File: src/rtl/timer_pkg.sv
// Shared state encoding and default widths for the down-counting timer.
package timer_pkg;

  localparam int DEF_WIDTH = 8;
  localparam int DEF_PRE_W = 8;

  typedef enum logic {
    IDLE = 1'b0,
    RUN  = 1'b1
  } timer_state_e;

endpackage

File: src/rtl/tick_gen.sv
// Prescaler: while enabled, emits one tick every prescale+1 cycles.
module tick_gen #(
  parameter int PRE_W = 8
) (
  input  logic             clk,
  input  logic             reset,
  input  logic             clear,
  input  logic             enable,
  input  logic [PRE_W-1:0] prescale,
  output logic             tick
);

  logic [PRE_W-1:0] cnt;

  // The tick is consumed in the same cycle by the count register, so it
  // decodes the current prescaler value rather than adding a cycle of delay.
  assign tick = enable && (cnt == prescale);

  always_ff @(posedge clk or posedge reset) begin
    if (reset) begin
      cnt <= '0;
    end else if (clear) begin
      cnt <= '0;
    end else if (enable) begin
      cnt <= tick ? '0 : cnt + PRE_W'(1);
    end
  end

endmodule

File: src/rtl/down_timer8.sv
// Loadable down-counter with prescaled tick, one-shot or periodic reload,
// and a one-cycle terminal-count pulse.
module down_timer8
  import timer_pkg::*;
#(
  parameter int WIDTH = DEF_WIDTH,
  parameter int PRE_W = DEF_PRE_W
) (
  input  logic             clk,
  input  logic             reset,
  input  logic [WIDTH-1:0] load_value,
  input  logic [PRE_W-1:0] prescale,
  input  logic             auto_reload,
  input  logic             start,
  input  logic             stop,
  output logic [WIDTH-1:0] count,
  output logic             tc,
  output logic             busy,
  output timer_state_e     state_dbg
);

  // Handshake: start and stop are level requests sampled every rising edge;
  // stop wins when both are high, and there is no ready/acknowledge.

  timer_state_e     state, state_nx;
  logic [WIDTH-1:0] count_nx, reload, reload_nx;
  logic [PRE_W-1:0] pre_q, pre_nx;
  logic             auto_q, auto_nx;
  logic             tc_nx;
  logic             zero_pend, pend_nx;
  logic             tick;
  logic             accept;

  assign accept    = start && !stop;
  assign state_dbg = state;

  tick_gen #(.PRE_W(PRE_W)) u_tick_gen (
    .clk      (clk),
    .reset    (reset),
    .clear    (accept || (state != RUN)),
    .enable   (state == RUN),
    .prescale (pre_q),
    .tick     (tick)
  );

  always_ff @(posedge clk or posedge reset) begin
    if (reset) begin
      state     <= IDLE;
      count     <= '0;
      tc        <= 1'b0;
      busy      <= 1'b0;
      reload    <= '0;
      pre_q     <= '0;
      auto_q    <= 1'b0;
      zero_pend <= 1'b0;
    end else begin
      state     <= state_nx;
      count     <= count_nx;
      tc        <= tc_nx;
      busy      <= (state_nx == RUN);
      reload    <= reload_nx;
      pre_q     <= pre_nx;
      auto_q    <= auto_nx;
      zero_pend <= pend_nx;
    end
  end

  always_comb begin
    state_nx  = state;
    count_nx  = count;
    tc_nx     = zero_pend;
    reload_nx = reload;
    pre_nx    = pre_q;
    auto_nx   = auto_q;
    pend_nx   = 1'b0;
    if (stop) begin
      state_nx = IDLE;
      tc_nx    = 1'b0;
    end else if (start) begin
      count_nx  = load_value;
      reload_nx = load_value;
      pre_nx    = prescale;
      auto_nx   = auto_reload;
      // A zero load expires immediately: one delayed tc, never a running state.
      if (load_value == '0) begin
        state_nx = IDLE;
        pend_nx  = 1'b1;
      end else begin
        state_nx = RUN;
      end
    end else if ((state == RUN) && tick) begin
      if (count > WIDTH'(1)) begin
        count_nx = count - WIDTH'(1);
      end else begin
        tc_nx = 1'b1;
        if (auto_q) begin
          count_nx = reload;
        end else begin
          count_nx = '0;
          state_nx = IDLE;
        end
      end
    end
  end

endmodule

File: config.mk
export PLATFORM = sky130hd
export DESIGN_NAME = down_timer8
export DESIGN_NICKNAME = d
export VERILOG_FILES = /design/src/rtl/timer_pkg.sv /design/src/rtl/tick_gen.sv /design/src/rtl/down_timer8.sv
export SDC_FILE = /design/constraint.sdc
export NUM_CORES = 1
export LEC_CHECK = 0
export CAP_MARGIN = 30
export CORE_ASPECT_RATIO = 1.25
export CORE_MARGIN = 3
export CORE_UTILIZATION = 40
export CTS_CLUSTER_SIZE = 8
export DETAILED_ROUTE_END_ITERATION = 7
export REMOVE_ABC_BUFFERS = 1
export SKIP_LAST_GASP = 1
export SYNTH_ARGS = -nofsm -noshare
export SYNTH_HDL_FRONTEND = slang
export SYNTH_SLANG_ARGS = --single-unit
File: constraint.sdc
create_clock -name clk -period 2.35 [get_ports clk]
set_input_delay 0.47 -clock clk [delete_from_list [all_inputs] [get_ports clk]]
set_output_delay 0.47 -clock clk [all_outputs]
set_load 0.01 [all_outputs]
=== Word level (Yosys, flattened, before mapping) ===
Index checks and enable logic that the tools add are counted.

* Register bits after elaboration: 36
* Input port bits: 21
* Output and inout port bits: 11
* Word-level logic and storage cells: 48

* Add/sub/neg operators: 2
* Order comparisons: 1
* Equal/unequal tests: 3
* Multiplexer cells: 20
* Bitwise logic cells: 2
* Reductions and logical operators: 12

{| class="wikitable"
|+ Operators by type and width
! operator !! number
|-
| 8-bit 2-to-1 mux || 7
|-
| 1-bit 2-to-1 mux || 13
|-
| 8-bit by 1-bit adder with 8-bit output, second input constant || 1
|-
| 8-bit == test || 1
|-
| 8-bit by 1-bit > comparator with 1-bit output, second input constant || 1
|-
| 8-bit logical NOT || 1
|-
| 8-bit by 1-bit subtractor with 8-bit output, second input constant || 1
|-
| 3-bit inequality test, second input constant || 2
|-
| 2-bit AND reduction || 2
|-
| 2-bit nonzero test || 2
|-
| 1-bit logical AND || 3
|-
| 3-bit AND reduction || 1
|-
| 3-bit nonzero test || 1
|-
| 1-bit NOT || 2
|-
| 1-bit logical NOT || 1
|-
| 1-bit logical OR || 1
|}

=== Longest topological paths before layout ===
Gate-level depths: netlist of the first run.

* Word-level depth: 6
* Mapped depth: 7

=== Hierarchy ===
Synthesis of the first run repeated with hierarchy kept, for this count alone.

* Cell total of the unflattened synthesis: 224
* Area, all modules: 1,971.9 um^2

{| class="wikitable"
|+ By module, submodules not included
! module !! instances !! cells each !! area each (um^2) !! sequential area each (um^2)
|-
| down_timer8 || 1 || 174 || 1,471.4 || 700.7
|-
| tick_gen || 1 || 50 || 500.5 || 200.2
|}

=== Least setup slack after synthesis of the first run ===
OpenSTA, ideal clock, no wires.

* Path kind: flip-flop to flip-flop
* Start point: reg count[0]
* End point: reg count[7]
* Setup time: 66 ps
* Data arrival time: 2,170 ps
* Required time: 2,284 ps
* Setup slack: 114 ps
* Cell stages (with the launch flop): 8
* Path buffers: 0
* Period minus slack after synthesis: 2,236 ps
* Cells stage by stage: dfrtp_1 -> inv_1 -> ha_1 -> or4_1 -> o21ai_0 -> or4b_1 -> a2111oi_0 -> a221o_1

* Word-level cells in the longest chain between the ends: 4
* Elaborated cells on any way between the ends: 5
* Those cells by class: add/sub (1); order compare (1); mux (3)

{| class="wikitable"
|+ Ends and longest elaborated chain
! what !! line !! source
|-
| from (decl) || down_timer8.sv:16 || <nowiki>output logic [WIDTH-1:0] count,</nowiki>
|-
| from (signal assigned) || down_timer8.sv:58 || <nowiki>count <= count_nx;</nowiki>
|-
| 8-bit by 1-bit subtractor with 8-bit output / 8-bit by 1-bit > comparator with 1-bit output (equally long branches) || down_timer8.sv:93, down_timer8.sv:92 ||
|-
| 8-bit 2-to-1 mux (*) || down_timer8.sv:92 || <nowiki>if (count > WIDTH'(1)) begin</nowiki>
|-
| 8-bit 2-to-1 mux (*) || down_timer8.sv:91 || <nowiki>end else if ((state == RUN) && tick) begin</nowiki>
|-
| 8-bit 2-to-1 mux (*) || down_timer8.sv:79 || <nowiki>end else if (start) begin</nowiki>
|}

Every way passes the cells marked *; elsewhere a longest branch is shown, timed or not. The select of a mux whose other input is x is not followed.
A chain may end at the register's enable or synchronous reset.

=== Final worst setup path of the first run ===
* Start point: reg count[2]
* End point: reg count[0]

* Word-level cells in the longest chain between the ends: 4

{| class="wikitable"
|+ Ends and longest elaborated chain
! what !! line
|-
| 8-bit by 1-bit > comparator with 1-bit output || down_timer8.sv:92
|-
| 8-bit 2-to-1 mux || down_timer8.sv:92
|-
| 8-bit 2-to-1 mux || down_timer8.sv:91
|-
| 8-bit 2-to-1 mux || down_timer8.sv:79
|}

No other way between the ends. The select of a mux whose other input is x is not followed.

==> impl_metrics.yaml, run 1 <==
detailed_routing:
  vias_per_cell: 5.33
  drt_iter0_drc: 121
  wire_per_inst_um: 14.3
  first_pass_iters: 4
  postRouteWirelength_um: 4550
  vias: 1700
  antenna_left: 0
  drc: 0
yosys:
  synth_top_cell_area_share: 0.466
  count_of_unique_library_cells_instantiated_by_yosys: 39
  synth-seq-cells: 36
  mappedNetlistArea_mm2: 0.00193
  synth.cells.most_frequent: "nand2_1, dfrtp_1, nor2_1"
  postSynth.asyncResetShare: 1.00
  avgSynthCellArea_um2: 9.03
  number_of_warnings_reported_in_the_yosys_synthesis_log: 0
  synth.top_cells.by_area: "dfrtp_1, nand2_1, xor2_1"
  synth_sequential_area_ratio: 0.466
  most_used_flip_flop_cell_after_synthesis: "dfrtp_1"
  library_cell_with_the_highest_instance_count_after_synthesis: "nand2_1"
  syn_inst: 214
  synth_enable_flop_cells: 0
  cell_taking_the_most_area_after_synthesis: "dfrtp_1"
cells_and_area:
  final_layout_size_suffix_gt1_frac: 0.126
  antenna_cells: 0
  flow.area_growth_from_synthesis_pct: 30.2
  final_nets: 284
  post_layout_nonfiller_instances: 319
  fillers: 441
pwr:
  combPwrFrac: 0.239
  static-leakage-power_nw: 1.16
  powerDensity_mw_per_mm2: 626
  power.clock.fraction: 0.294
  intPower_mw: 1.11
  netSwitchingPower_mw: 0.461
  sw_frac_of_total: 0.293
  vdd.ir_drop.worst_mv: 0.372
  pwr-share-seq: 0.467
timing:
  clock_skew_ps: 7.09
  timing.final.hold_violations: 0
  setup_tns_ps: 0
  final.period_utilization: 0.957
  grt_setup_unrepaired: "no"
  fmaxAchievable_ghz: 0.445
  maxSlewViolCount: 0
  tightest_slew_ps: 549
  final-setup-viol-count: 0
  relSlewSlack: 0.633
  period_minus_slack_ps: 2250
critical_path:
  reg2regPathDepth: 4
  r2r_end: "count[0]$_DFFE_PP0P_"
  critPathArrivalTime_ps: 2400
  crit_type: "reg -> reg"
  r2r-start: "count[2]$_DFFE_PP0P_"
  critical_path_peak_fanout: 6
  rrSetupSlack_ps: 100
  worstSetupEndpointType: "flip-flop"
  critPathRequiredTime_ps: 2500
  critPathLaunchType: "flip-flop"
cts:
  clockRootBuffer: "clkbuf_8"
  clkTransAtPathRegs_ps: 70
  cts_made_buffers: 5
  worst_skew_pair.late_latency_ps: 290
  cts_buffer_depth: 2
  clock_sinks: 36
  clock_tree_from_tritoncts: "done"
  clock_tree.htree_level_count: 2
run_status:
  run_status: "finished clean"
floorplan:
  initial_core_util: 0.427
  num_rows: 27
  die_w_um: 68.2
  num_io_pins: 32
  die_h_um: 83.7
  floorplan.core_area_mm2: 0.00453
  die-area_mm2: 0.00570
global_route:
  grt_antenna_before_repair: 0
  gr-total-overflow: 0
  grt_start_max_net_pins: 37
  grt_first_pass_wirelength_um: 8080
  number_of_global_route_vias_before_repair: 1675
  global_routing_usage_summed_across_all_routing_layers: 0.186
placement:
  dp_cells: 310
  detailed_place_hpwl_um: 3360
  io_buffers: 31
  gp_congestion: 0.771
hold_path:
  min_path_cells: 2
  holdPathEnd: "reload[1]$_DFFE_PP0P_"
  hold_path.startpoint: "reload[1]$_DFFE_PP0P_"
  min_path_type: "reg -> reg"
job:
  maxCapViolations: 0
## stage by stage
step	total power, mW	area [um2]	setup WS, ps	hold slack, ps	util
finish	1.57	2510	101	473	0.556
global placement	1.12	2410	128	452	0.532
floorplan	0.933	1890	112	438	-
global route	1.67	2510	4.24	499	0.556
detailed placement	1.12	2410	29.7	458	0.532
CTS	1.58	2500	35.4	477	0.552
## cell usage in the layout, fill, tap and decap left out, types with 4 or more instances in the layout
cell type	n
xor2_1	11
xnor2_1	6
nor2_1	18
nand3_1	9
a21oi_1	4
and3_1	7
buf_4	16
nand2_1	57
clkdlybuf4s50_1	31
dfrtp_1	35
nor3_1	4
o41ai_1	4
clkbuf_8	6
inv_1	8
nor2b_1	4
## power by group through the flow
stage          registers (mW)  clock network [mW]  logic (mW)
2_1_floorplan           0.762                   0       0.171
3_3_place_gp            0.747                   0       0.370
3_5_place_dp            0.748                   0       0.374
4_1_cts                 0.736               0.473       0.375
5_1_grt                 0.745               0.505       0.425
6_report                0.735               0.463       0.376
## sequential cells by signal (all words and copies together), names as in the netlist
name            count
u_tick_gen.cnt      8
auto_q              1
zero_pend           1
state_dbg           1
reload              8
count               8
tc                  1
pre_q               8
## worst max path at each step
| stage | endpoint | slack [ps] | startpoint | depth (start not counted) |
|---|---|---|---|---|
| final | count[0]$_DFFE_PP0P_ | 100 | count[2]$_DFFE_PP0P_ | 4 |
| after CTS | count[7]$_DFFE_PP0P_ | 40 | count[1]$_DFFE_PP0P_ | 7 |
| after global routing | count[7]$_DFFE_PP0P_ | 4 | count[1]$_DFFE_PP0P_ | 7 |
| after detailed placement | count[7]$_DFFE_PP0P_ | 30 | count[1]$_DFFE_PP0P_ | 7 |
| after floorplan | count[7]$_DFFE_PP0P_ | 110 | count[0]$_DFFE_PP0P_ | 7 |
| after global placement | count[7]$_DFFE_PP0P_ | 130 | count[1]$_DFFE_PP0P_ | 7 |
## worst max-delay path: stages, from the launching register on
cell	delay, ps
dfrtp_1	450
or4_4	580
or4_4	560
a2111oi_2	390
a221oi_1	130
## layer usage
metal	part of all wire	GRT usage
met5	0	0
met2	0.51	0.292
met4	0.011	0.0687
met1	0.44	0.238
met3	0.043	0.0512
## final cells by class
type                       count  area [um2]  area share
sequential                    36         902       0.359
timing repair buffer          48         450       0.179
clock buffer                   8        90.1      0.0358
tap                           58        72.6      0.0289
multi-input combinational    161         970       0.386
inverter                       8        30.0      0.0119
## cells by family (layout without fill, tap and decap cells)
kind of cell    after synthesis  in the layout  synth area share
flops                        36             36             0.466
xor+xnor                     17             17            0.0771
fa+ha+maj                     3              3            0.0194
compound gates               26             26             0.111
simple gates                113            113             0.280
mux                           2              2            0.0110
buf+inv                      17             64            0.0350
## what timing repair did
action / in CTS / in global routing
buffers inserted: 0 / 1
setup endpoints to repair: 0 / 1
hold buffers: 0 / 0
gates resized for setup: 0 / 3
No activity file was read; power rests on OpenSTA's default activity.
==> run 2: changes to the inputs <==
--- a/config.mk
+++ b/config.mk
@@ -6,7 +6,6 @@
 export NUM_CORES = 1
 export LEC_CHECK = 0
 export CAP_MARGIN = 30
-export CORE_ASPECT_RATIO = 1.25
 export CORE_MARGIN = 3
 export CORE_UTILIZATION = 40
 export CTS_CLUSTER_SIZE = 8
==> run 2 against run 1 <==
Against the previous run: final cell count shrank 2.2%; register-to-register slack gained 20 ps; largest cell class unchanged; final area shrank 1.0%; clock power shrank 9.7%; wire length shrank 0.86%; critical endpoint is now count[7]$_DFFE_PP0P_; count of clock-buffer cells in the layout shrank 3.
==> impl_metrics.yaml, run 2 (synthesis results as in run 1) <==
run_status:
  run_status: "finished clean"
timing:
  grt_setup_unrepaired: "yes"
  timing.final.hold_violations: 0
  final-setup-viol-count: 0
  relSlewSlack: 0.613
  fmaxAchievable_ghz: 0.448
  maxSlewViolCount: 0
  post_layout_worst_setup_margin_ps: 117
  period_minus_slack_ps: 2230
  tightest_slew_ps: 575
  final.period_utilization: 0.950
  setup_tns_ps: 0
  clock_skew_ps: 9.62
global_route:
  gr-total-overflow: 0
  grt_first_pass_wirelength_um: 7470
  global_routing_usage_summed_across_all_routing_layers: 0.175
  grt_start_max_net_pins: 37
  grt_antenna_before_repair: 0
  number_of_global_route_vias_before_repair: 1540
floorplan:
  die_w_um: 75.5
  die-area_mm2: 0.00570
  floorplan.core_area_mm2: 0.00450
  initial_core_util: 0.429
  num_io_pins: 32
  die_h_um: 75.5
  num_rows: 24
job:
  maxCapViolations: 0
detailed_routing:
  wire_per_inst_um: 14.5
  vias_per_cell: 5.31
  drc: 0
  first_pass_iters: 5
  antenna_left: 0
  postRouteWirelength_um: 4510
  drt_iter0_drc: 132
  vias: 1656
hold_path:
  holdPathEnd: "reload[2]$_DFFE_PP0P_"
  min_path_cells: 2
  hold_path.startpoint: "reload[2]$_DFFE_PP0P_"
  min_path_type: "reg -> reg"
pwr:
  powerDensity_mw_per_mm2: 617
  combPwrFrac: 0.253
  netSwitchingPower_mw: 0.456
  pwr-share-seq: 0.475
  power.clock.fraction: 0.272
  intPower_mw: 1.08
  sw_frac_of_total: 0.297
  static-leakage-power_nw: 1.15
  vdd.ir_drop.worst_mv: 0.328
  finalPower_mw: 1.54
cells_and_area:
  flow.area_growth_from_synthesis_pct: 28.8
  final_cell_mix: "nand2_1, dfrtp_1, clkdlybuf4s50_1"
  fin_util: 0.553
  final_design_area_no_fill_mm2: 0.00249
  antenna_cells: 0
  fillers: 431
  final_nets: 284
  final_layout_size_suffix_gt1_frac: 0.131
  mostFrequentLayoutCell: "nand2_1"
placement:
  placed_cell_area_mm2: 0.00240
  io_buffers: 31
  gp_congestion: 0.898
  place_ws_ps: 65.9
  detailed_place_hpwl_um: 3340
critical_path:
  crit_type: "reg -> reg"
  critical_path_peak_fanout: 6
  critPathArrivalTime_ps: 2460
  critPathLaunchType: "flip-flop"
  rrSetupSlack_ps: 120
  reg2regPathDepth: 6
  r2r_end: "count[7]$_DFFE_PP0P_"
  critPathRequiredTime_ps: 2570
  worstSetupEndpointType: "flip-flop"
  r2r-start: "count[0]$_DFFE_PP0P_"
cts:
  clockRootBuffer: "clkbuf_8"
  clock_tree_from_tritoncts: "done"
  clock_sinks: 36
  cts_made_buffers: 5
  clkTransAtPathRegs_ps: 70
  cts_buffer_depth: 2
  worst_skew_pair.late_latency_ps: 290
  clock_tree.htree_level_count: 2
run 2: power by group through the flow:
| stage | clock (mW) | sequential, mW | combinational [mW] |
|---|---|---|---|
| finish | 0.418 | 0.730 | 0.388 |
| global route | 0.456 | 0.738 | 0.433 |
| floorplan | 0 | 0.762 | 0.171 |
| CTS | 0.434 | 0.729 | 0.390 |
| global placement | 0 | 0.741 | 0.387 |
| detailed placement | 0 | 0.741 | 0.389 |
run 2: routing by layer:
metal | vias to the layer above | GRT usage | part of all wire
li1 | 830 | - | -
met2 | 40 | 0.273 | 0.46
met4 | 0 | 0.0680 | 0.019
met3 | 7 | 0.0317 | 0.042
met1 | 779 | 0.241 | 0.48
met5 | - | 0 | 0
run 2: timing repair:
action                                  4_1_cts  5_1_grt
buffers inserted                              0        0
endpoints found under the setup margin        0        2
hold buffers                                  0        0
resized for setup                             0        3
run 2: worst max path at each step:
stage                         startpoint                   end  slack, ps  cells past startpoint
floorplan           count[0]$_DFFE_PP0P_  count[7]$_DFFE_PP0P_        110                      7
global placement    count[0]$_DFFE_PP0P_  count[7]$_DFFE_PP0P_        180                      6
detailed placement  count[0]$_DFFE_PP0P_  count[7]$_DFFE_PP0P_         70                      7
CTS                 count[0]$_DFFE_PP0P_  count[7]$_DFFE_PP0P_         50                      7
global route        count[0]$_DFFE_PP0P_  count[7]$_DFFE_PP0P_        -10                      6
finish              count[0]$_DFFE_PP0P_  count[7]$_DFFE_PP0P_        120                      6
run 2: metrics by stage:
step / hold WS [ps] / std cells
2_1_floorplan: 438 / 205
6_report: 475 / 312
3_5_place_dp: 462 / 305
3_3_place_gp: 450 / 305
5_1_grt: 493 / 312
4_1_cts: 479 / 312
run 2: area by class of cell:
| cell class | instances | area, um2 | area share |
|---|---|---|---|
| Timing Repair Buffer | 48 | 438 | 0.176 |
| Clock buffer | 5 | 68.8 | 0.0277 |
| Sequential cell | 36 | 902 | 0.362 |
| Multi-Input combinational cell | 161 | 972 | 0.391 |
| Tap cell | 52 | 65.1 | 0.0261 |
| Clock inverter | 2 | 12.5 | 0.00503 |
| Inverter | 8 | 30.0 | 0.0121 |
run 2: worst max-delay path: stages, from the launching register on:
cell,delay (ps)
dfrtp_2,440
ha_1,230
or4_1,460
o21ai_0,80
or4b_1,440
a2111oi_1,370
a221o_1,160
